## src/rtl/booth_r4_seq_mult_pkg.sv

```systemverilog
// booth_r4_seq_mult_pkg: FSM states, Booth digit encoding and radix-4 digit decoder.
package booth_pkg;
   typedef enum logic [1:0] {IDLE, RUN, DONE} booth_state_t;
   typedef enum logic [2:0] {B_ZERO, B_P1, B_P2, B_M1, B_M2} booth_digit_t;
   function automatic booth_digit_t booth_r4_decode(input logic [2:0] bits);
      return (bits == 3'b001 || bits == 3'b010) ? B_P1 :
             (bits == 3'b011)                   ? B_P2 :
             (bits == 3'b100)                   ? B_M2 :
             (bits == 3'b101 || bits == 3'b110) ? B_M1 : B_ZERO;
   endfunction
endpackage

```

## src/rtl/booth_r4_seq_mult_if.sv

```systemverilog
// booth_r4_seq_mult_if: operand and result valid/ready channels of the Booth multiplier.
interface booth_r4_seq_mult_if #(parameter int WIDTH = 16);
   logic               in_valid, in_ready, is_signed, out_valid, out_ready;
   logic [WIDTH-1:0]   a, b;
   logic [2*WIDTH-1:0] result;
   modport master(output in_valid, a, b, is_signed, out_ready, input in_ready, out_valid, result);
   modport slave(input in_valid, a, b, is_signed, out_ready, output in_ready, out_valid, result);
endinterface

```

## src/rtl/booth_r4_seq_mult_pp.sv

```systemverilog
// booth_r4_pp: selects 0/+-M/+-2M; negation is ~x here with the +1 returned as the adder carry-in.
module booth_r4_pp
   import booth_pkg::*;
#(
   parameter int WIDTH = 16
) (
   input  booth_digit_t       digit,
   input  logic [WIDTH+1:0]   m,
   output logic [WIDTH+3:0]   addend,
   output logic               cin
);
   logic [WIDTH+3:0] mx, sel;
   always_comb begin
      mx     = {{2{m[WIDTH+1]}}, m};
      sel    = (digit == B_P2 || digit == B_M2) ? mx << 1 : (digit == B_ZERO) ? '0 : mx;
      cin    = digit == B_M1 || digit == B_M2;
      addend = cin ? ~sel : sel;
   end
endmodule

```

## src/rtl/booth_r4_seq_mult.sv

```systemverilog
// booth_r4_seq_mult: sequential radix-4 Booth multiplier, signed or unsigned per transaction.
module booth_r4_seq_mult
   import booth_pkg::*;
#(
   parameter int WIDTH = 16
) (
   input logic                clk,
   input logic                rst_n,
   booth_r4_seq_mult_if.slave bus
);
   localparam int NITER = WIDTH / 2 + 1;
   localparam int EW    = WIDTH + 2;
   localparam int AW    = WIDTH + 4;
   localparam int CW    = $clog2(NITER) + 1;
   if (WIDTH % 2 != 0 || WIDTH < 4) begin : g_bad_width
      $error("booth_r4_seq_mult: WIDTH must be even and >= 4");
   end
   booth_state_t  state;
   booth_digit_t  digit;
   logic [AW-1:0] acc, acc_n, sum, addend;
   logic [EW-1:0] mcand, mplier, mplier_n;
   logic [CW-1:0] cnt;
   logic          prev, cin;
   booth_r4_pp #(.WIDTH(WIDTH)) u_pp (.digit(digit), .m(mcand), .addend(addend), .cin(cin));
   // {acc, mplier} shifts right as one arithmetic register; prev carries the b[2i-1] bit.
   always_comb begin
      digit    = booth_r4_decode({mplier[1:0], prev});
      sum      = acc + addend + AW'(cin);
      acc_n    = {{2{sum[AW-1]}}, sum[AW-1:2]};
      mplier_n = {sum[1:0], mplier[EW-1:2]};
   end
   always_ff @(posedge clk or negedge rst_n) begin
      if (!rst_n) begin
         state         <= IDLE;
         bus.in_ready  <= 1'b1;
         bus.out_valid <= 1'b0;
         bus.result    <= '0;
         cnt           <= '0;
         acc           <= '0;
         mcand         <= '0;
         mplier        <= '0;
         prev          <= 1'b0;
      end else begin
         case (state)
            IDLE: if (bus.in_valid && bus.in_ready) begin
               mcand        <= {{2{bus.is_signed & bus.a[WIDTH-1]}}, bus.a};
               mplier       <= {{2{bus.is_signed & bus.b[WIDTH-1]}}, bus.b};
               acc          <= '0;
               prev         <= 1'b0;
               cnt          <= '0;
               bus.in_ready <= 1'b0;
               state        <= RUN;
            end
            RUN: begin
               acc    <= acc_n;
               mplier <= mplier_n;
               prev   <= mplier[1];
               cnt    <= cnt + CW'(1);
               if (cnt == CW'(NITER - 1)) begin
                  bus.result    <= {acc_n[WIDTH-3:0], mplier_n};
                  bus.out_valid <= 1'b1;
                  state         <= DONE;
               end
            end
            DONE: if (bus.out_ready) begin
               bus.out_valid <= 1'b0;
               bus.in_ready  <= 1'b1;
               state         <= IDLE;
            end
            default: state <= IDLE;
         endcase
      end
   end
endmodule

```

## src/flat_wrapper.sv

```systemverilog
// flat-port wrapper written by rule: the top's interface ports become plain ports
module booth_r4_seq_mult_flat import booth_pkg::*;
#(
   parameter int WIDTH = 16
)
  (clk, rst_n, bus_in_valid, bus_a, bus_b, bus_is_signed, bus_out_ready, bus_in_ready, bus_out_valid, bus_result);
  booth_r4_seq_mult_if #(.WIDTH(WIDTH)) bus_i ();
  input logic clk;
  input logic rst_n;
  input wire logic [$bits(bus_i.in_valid)-1:0] bus_in_valid;
  input wire logic [$bits(bus_i.a)-1:0] bus_a;
  input wire logic [$bits(bus_i.b)-1:0] bus_b;
  input wire logic [$bits(bus_i.is_signed)-1:0] bus_is_signed;
  input wire logic [$bits(bus_i.out_ready)-1:0] bus_out_ready;
  output wire logic [$bits(bus_i.in_ready)-1:0] bus_in_ready;
  output wire logic [$bits(bus_i.out_valid)-1:0] bus_out_valid;
  output wire logic [$bits(bus_i.result)-1:0] bus_result;
  assign bus_i.in_valid = bus_in_valid;
  assign bus_i.a = bus_a;
  assign bus_i.b = bus_b;
  assign bus_i.is_signed = bus_is_signed;
  assign bus_i.out_ready = bus_out_ready;
  assign bus_in_ready = bus_i.in_ready;
  assign bus_out_valid = bus_i.out_valid;
  assign bus_result = bus_i.result;
  booth_r4_seq_mult #(.WIDTH(WIDTH)) u_core (.clk(clk), .rst_n(rst_n), .bus(bus_i));
endmodule
```

## config.mk

```make
export PLATFORM = sky130hd
export DESIGN_NAME = booth_r4_seq_mult_flat
export DESIGN_NICKNAME = d
export VERILOG_FILES = /design/src/rtl/booth_r4_seq_mult_pkg.sv /design/src/rtl/booth_r4_seq_mult_if.sv /design/src/rtl/booth_r4_seq_mult_pp.sv /design/src/rtl/booth_r4_seq_mult.sv /design/src/flat_wrapper.sv
export SDC_FILE = /design/constraint.sdc
export NUM_CORES = 1
export LEC_CHECK = 0
export BUFFER_PORTS_ARGS = -buffer_cell sky130_fd_sc_hd__buf_2
export CORE_ASPECT_RATIO = 1.25
export CORE_MARGIN = 5
export CORE_UTILIZATION = 36
export DETAILED_ROUTE_END_ITERATION = 16
export PLACE_DENSITY = 0.55
export SYNTH_ARGS = -nofsm -noshare
export SYNTH_HDL_FRONTEND = slang
export SYNTH_SLANG_ARGS = --single-unit
```

## constraint.sdc

```tcl
create_clock -name clk -period 2.8 [get_ports clk]
set_input_delay 0.42 -clock clk [delete_from_list [all_inputs] [get_ports clk]]
set_output_delay 0.42 -clock clk [all_outputs]
set_load 0.02 [all_outputs]
```

Word-level counts from Yosys, hierarchy flattened
Index checks and enable logic that the tools add are counted.
{ "word_totals": {"regBits": 97, "inputBits": 37, "out_inout_bits": 34, "wordCells": 70} }
{ "op_classes": {"add_sub_neg": 3, "n_eq_ne": 15, "mux": 24, "n_bitwise": 3, "n_reduce_logical": 16} }
{ "ops": {"columns": ["op", "count"], "rows": [
  ["2-to-1 mux 20 bit", 4],
  ["case mux 20 bit (2 select lines)", 1],
  ["case mux 18 bit (2 select lines)", 1],
  ["adder 20 x 1 -> 20 bit", 1],
  ["adder 20 bit", 1],
  ["inverter 20 bit", 1],
  ["2-to-1 mux 18 bit", 1],
  ["equality test 3 x 2 -> 1 bit (second input constant)", 4],
  ["equality test 3 bit (second input constant)", 4],
  ["case mux 5 bit (2 select lines)", 1],
  ["2-to-1 mux 3 bit", 3],
  ["AND reduction 3 bit", 3],
  ["2-to-1 mux 2 bit", 4],
  ["case mux 1 bit (2 select lines)", 3],
  ["case mux 2 bit (3 select lines)", 1],
  ["AND reduction 2 bit", 3],
  ["nonzero test 2 bit", 3],
  ["adder 5 x 1 -> 5 bit (second input constant)", 1],
  ["equality test 5 x 4 -> 1 bit (second input constant)", 1],
  ["2-to-1 mux 5 bit", 1],
  ["logical OR 1 bit", 4],
  ["2-to-1 mux 1 bit", 4],
  ["!= test 2 x 1 -> 1 bit (second input constant)", 2],
  ["equality test 3 x 1 -> 1 bit (second input constant)", 1],
  ["7 further kinds", 8]
]} }

Depth between registers and ports, before layout
{ "logic_depth": {"word_depth": 14, "mapped_depth": 15, "depth_no_buf": 13} }

By module
Synthesis repeated with hierarchy kept, for this count alone.
{ "hier_totals": {"cells_unflattened": 611, "hier_area_um2": 5649.2} }
{ "modules_own_cells": {"columns": ["mod", "n_inst", "cells_per_inst", "area_each_um2", "seq_area_each_um2"], "rows": [
  ["booth_r4_seq_mult", 1, 486, 4767.1, 2378.5],
  ["booth_r4_pp", 1, 125, 882.1, 0.0]
]} }

Worst setup path after synthesis
Ideal clock, no wire load.
{ "synth_timing": {"path_kind": "register -> register", "startpoint": "register u_core.mplier[1]", "endpoint": "register u_core.acc[16]", "setup_ns": 0.126, "arrival_time_ns": 2.797, "required_ns": 2.674, "path_slack_ns": -0.123, "path_stages_with_launch": 15, "n_path_buf": 2, "cell_sequence": "dfrtp_1 -> buf_6 -> clkbuf_1 -> xor2_1 -> a22oi_1 -> o21ai_0 -> inv_1 -> fa_1 -> nor2b_1 -> o21ai_0 -> nand2b_1 -> a21oi_1 -> o21ai_0 -> a31oi_1 -> a311o_1"} }
{ "synth_via": {"elab_chain_cells": 14, "word_cells_on_any_way": 25, "cone_classes": "add/sub: 2; eq/ne: 9; mux: 8; bitwise: 1; reduce/logical: 5"} }
{ "synth_rtl": {"columns": ["item", "line_no", "text"], "rows": [
  ["from (decl)", "booth_r4_seq_mult.sv:21", "logic [EW-1:0] mcand, mplier, mplier_n;"],
  ["from (signal assigned)", "booth_r4_seq_mult.sv:47", "mplier <= {{2{bus.is_signed & bus.b[WIDTH-1]}}, bus.b};"],
  ["from (signal assigned)", "booth_r4_seq_mult.sv:56", "mplier <= mplier_n;"],
  ["equality test 3 bit", "booth_r4_seq_mult_pkg.sv:9", "(bits == 3'b101 || bits == 3'b110) ? B_M1 : B_ZERO;"],
  ["logical OR 1 bit", "booth_r4_seq_mult_pkg.sv:9", null],
  ["2-to-1 mux 2 bit", "booth_r4_seq_mult_pkg.sv:9", null],
  ["2-to-1 mux 3 bit", "booth_r4_seq_mult_pkg.sv:8", "(bits == 3'b100) ? B_M2 :"],
  ["2-to-1 mux 3 bit", "booth_r4_seq_mult_pkg.sv:7", "(bits == 3'b011) ? B_P2 :"],
  ["2-to-1 mux 3 bit *", "booth_r4_seq_mult_pkg.sv:6", "return (bits == 3'b001 || bits == 3'b010) ? B_P1 :"],
  ["zero test 3 bit, or another cell as far along", "booth_r4_seq_mult_pp.sv:15", "sel = (digit == B_P2 || digit == B_M2) ? mx << 1 : (digit == B_ZERO) ? '0 : mx;"],
  ["2-to-1 mux 20 bit / logical OR 1 bit (equally long branches)", "booth_r4_seq_mult_pp.sv:15", null],
  ["2-to-1 mux 20 bit", "booth_r4_seq_mult_pp.sv:15", null],
  ["inverter 20 bit", "booth_r4_seq_mult_pp.sv:17", "addend = cin ? ~sel : sel;"],
  ["2-to-1 mux 20 bit", "booth_r4_seq_mult_pp.sv:17", null],
  ["adder 20 bit", "booth_r4_seq_mult.sv:28", "sum = acc + addend + AW'(cin);"],
  ["adder 20 x 1 -> 20 bit *", "booth_r4_seq_mult.sv:28", null],
  ["case mux 20 bit (2 select lines) *", "booth_r4_seq_mult.sv:44", "case (state)"],
  ["to (signal assigned)", "booth_r4_seq_mult.sv:55", "acc <= acc_n;"],
  ["to (decl)", "booth_r4_seq_mult.sv:20", "logic [AW-1:0] acc, acc_n, sum, addend;"]
]} }
Every way passes the cells marked *; elsewhere a longest branch is shown, timed or not.
A chain may end at the register's enable or synchronous reset.

Worst setup path after layout
{ "layout_timing": {"startpoint": "register u_core.mplier[1]", "endpoint": "register u_core.bus.result[29]"} }
{ "layout_via": {"elab_chain_cells": 13, "word_cells_on_any_way": 24, "cone_classes": "add/sub: 2; eq/ne: 9; mux: 7; bitwise: 1; reduce/logical: 5"} }
{ "layout_rtl": {"columns": ["item", "line_no", "text"], "rows": [
  ["equality test 3 bit", "booth_r4_seq_mult_pkg.sv:9", null],
  ["logical OR 1 bit", "booth_r4_seq_mult_pkg.sv:9", null],
  ["2-to-1 mux 2 bit", "booth_r4_seq_mult_pkg.sv:9", null],
  ["2-to-1 mux 3 bit", "booth_r4_seq_mult_pkg.sv:8", null],
  ["2-to-1 mux 3 bit", "booth_r4_seq_mult_pkg.sv:7", null],
  ["2-to-1 mux 3 bit *", "booth_r4_seq_mult_pkg.sv:6", null],
  ["zero test 3 bit, or another cell as far along", "booth_r4_seq_mult_pp.sv:15", null],
  ["2-to-1 mux 20 bit / logical OR 1 bit (equally long branches)", "booth_r4_seq_mult_pp.sv:15", null],
  ["2-to-1 mux 20 bit", "booth_r4_seq_mult_pp.sv:15", null],
  ["inverter 20 bit", "booth_r4_seq_mult_pp.sv:17", null],
  ["2-to-1 mux 20 bit", "booth_r4_seq_mult_pp.sv:17", null],
  ["adder 20 bit", "booth_r4_seq_mult.sv:28", null],
  ["adder 20 x 1 -> 20 bit *", "booth_r4_seq_mult.sv:28", null],
  ["to (signal assigned)", "booth_r4_seq_mult.sv:60", "bus.result <= {acc_n[WIDTH-3:0], mplier_n};"],
  ["to (decl)", "booth_r4_seq_mult_if.sv:7", "modport slave(input in_valid, a, b, is_signed, out_ready, output in_ready, out_valid, result);"]
]} }
Marks and branches as above.

==> run metrics <==
EDFF count, synth 0; net count of the finished layout 720; core area 13800 um2; antenna diode count 0; H-tree Lvls 3; Syn Nets 592; Hold Fails Final Rpt 0; Vias/cell 5.11; CTS tree done; post-synthesis average cell area 9.46 um2; initial antenna violation count 0; sequential fraction of the synthesis area 47.1%; clk slew on worst S/H paths 0.07 ns; final worst path period need around 2.8 ns; layout cell share with drive strength beyond 1 37.9%; Hold Path Class in2async; Iteration-0 DRC Markers 124; first-pass GRT wire length 21.8 mm; most frequent cell after synthesis nand2_1; final worst setup slack 0.0287 ns; max-cap viol count 0; RSZ-0062 raised after global routing yes; Rows 48; CP arrival 2.99 ns; Root Driver clkbuf_16; CTS Buf Count 9; routability cong. 0.843; Mapped Cells 534; I/O pin count 71; synthesized area 5050 um2; Power Density 387 nW/um2; Power Total 0.00264 W; GR Overflow Total 0; Detailed Place HPWL 9.77 mm; vias between 4000 and 5000; final setup violating endpoints 0; ys flop type dfrtp_1; Synth cell types between 50 and 60; Fmax 361 MHz; clock sinks 95; top cells by area, synth dfrtp_1 47%, nand2_1 7.9%, o21ai_0 6.2%, ha_1 5.0%, xor2_1 4.2%; CP required 3.02 ns; Synth top area share 46.6%; startpoint types flip-flop; yosys warns 0; number of global-route vias before repair about 4300; GRT Util Overall between 10% and 20%; Clock Path Buffers 2; Worst setup EP type flip-flop; TritonRoute pass-1 iters 4; DRC 0; relative slew slack around 60%; antenna-violating nets left 0; Hold Buf Count CTS 0; final WL 13.8 mm; Yosys reg bits 95; largest net degree at the start of global routing 52; Pleak 3.51 nW; Post-Route Skew around 0.0085 ns; Inst Count DP 808; crit path kind reg2reg; outcome completed; worst-path fanout max 7; Post-Layout Cell Count 842; top post-synthesis cells by count 106 x nand2_1, 94 x dfrtp_1, 63 x o21ai_0; Initial Utilization ~37%; Clock Latency Late Sink approximately 0.36 ns; Area growth, synth to finish 35.1%; Least-Margin Pin Slew around 0.59 ns; fin crit share 99.0%; max-slew violations 0; ys async rst share 100%; Synth area leader dfrtp_1; VDD IR-drop max 0.284 mV; DR WL/cell 16.4 um; IO buf count 70; overall die width roughly 120 um; Die Height 142 um; DP Worst Slack -0.282 ns; Die Footprint 16500 um2
sequential cells by signal (all words and copies together) (netlist names):
signal / flops
u_core.bus.result: 32
u_core.mcand: 17
u_core.state: 2
u_core.bus.out_valid: 1
u_core.cnt: 5
u_core.mplier: 18
u_core.prev: 1
u_core.bus.in_ready: 1
u_core.acc: 18
stage by stage:
step | utilization, % | setup TNS (ns) | area [um2] | hold slack, ns
3_3_place_gp | 43.2 | -1.69 | 5960 | 0.456
6_report | 49.4 | 0 | 6820 | 0.0670
3_5_place_dp | 43.2 | -2.75 | 5960 | 0.465
5_1_grt | 49.4 | -0.956 | 6820 | 0.109
4_1_cts | 46.5 | -0.0379 | 6420 | 0.0813
2_1_floorplan | - | 0 | 5060 | 0.124
worst paths after layout:
| kind | from | slack, ns | end | depth (start not counted) |
|---|---|---|---|---|
| worst max-delay path | u_core.mplier[1]$_DFFE_PN0P_ | 0.03 | u_core.bus.result[29]$_DFFE_PN0P_ | 14 |
| worst min-delay path | rst_n | 0.07 | u_core.bus.result[23]$_DFFE_PN0P_ | 1 |
| worst max register to register | u_core.mplier[1]$_DFFE_PN0P_ | 0.03 | u_core.bus.result[29]$_DFFE_PN0P_ | 14 |
| worst min register to register | u_core.bus.result[26]$_DFFE_PN0P_ | 0.47 | u_core.bus.result[26]$_DFFE_PN0P_ | 2 |
| max in group asynchronous | rst_n | 2.01 | u_core.prev$_DFFE_PN0P_ | 2 |
| min in group clk | bus_a[3] | 0.25 | u_core.mcand[3]$_DFFE_PN0P_ | 3 |
cell type report:
class                   instances  area [um2]
fillers                      1325        6990
multi-input cells             399        2860
flip-flops and latches         95        2380
repair buffers                149        1040
clock buffers                  10         239
well taps                     175         219
clock inverters                 6        52.6
inverters                       8        30.0
critical path, stage by stage (launching register included):
cell	delay (ns)
dfrtp_1	0.42
buf_6	0.15
nor2_4	0.05
buf_6	0.12
buf_4	0.16
a22oi_2	0.19
o21ai_2	0.08
ha_1	0.29
buf_4	0.15
buf_4	0.13
buf_4	0.14
a31oi_4	0.19
o21ai_0	0.18
xnor2_1	0.24
o21ai_0	0.12
power breakdown:
part	leakage [nW]	internal [W]	switching [W]
Sequential	1.19	0.00137	0
Combinational	2.19	0.0000222	0.0000364
Clock	0.137	0.000639	0.000573
Total	3.51	0.00203	0.000610
logic make-up after synthesis:
kind of cell,Yosys count,synth area share [%]
compound gates,144,18.1
xor+xnor,34,5.90
fa+ha+maj,22,5.57
buf+inv,40,3.96
flops,95,47.1
mux,16,3.57
simple gates,183,15.8
metal layers:
layer,up-vias,wire length [um],GRT usage [%]
met5,-,0,0
met4,0,274,6.84
met3,19,504,2.98
met2,73,7440,29.9
met1,2087,5550,19.9
li1,2124,-,-
repair_timing:
item	in CTS	in global routing
endpoints found under the setup margin	24	26
pin swaps	10	28
setup buffers	6	12
resized for setup	42	70
placed cells by master, fill, tap and decap left out, types with 4 or more instances in the layout:
cell type / n
nand2_1: 100
dfrtp_1: 92
buf_2: 69
buf_4: 67
o21ai_0: 36
nor2_1: 29
nand3_1: 24
xor2_1: 19
o21ai_1: 16
mux2_2: 16
a22oi_1: 14
ha_1: 13
a21oi_1: 12
o21ai_2: 10
o22ai_1: 9
clkbuf_16: 9
a22oi_2: 8
inv_1: 8
xnor2_1: 8
buf_6: 7
xor2_2: 5
a21oi_2: 5
a21o_1: 5
ha_4: 5
nand2_2: 4
nand4_1: 4
buf_12: 4
(Power assumes the default switching activity.)
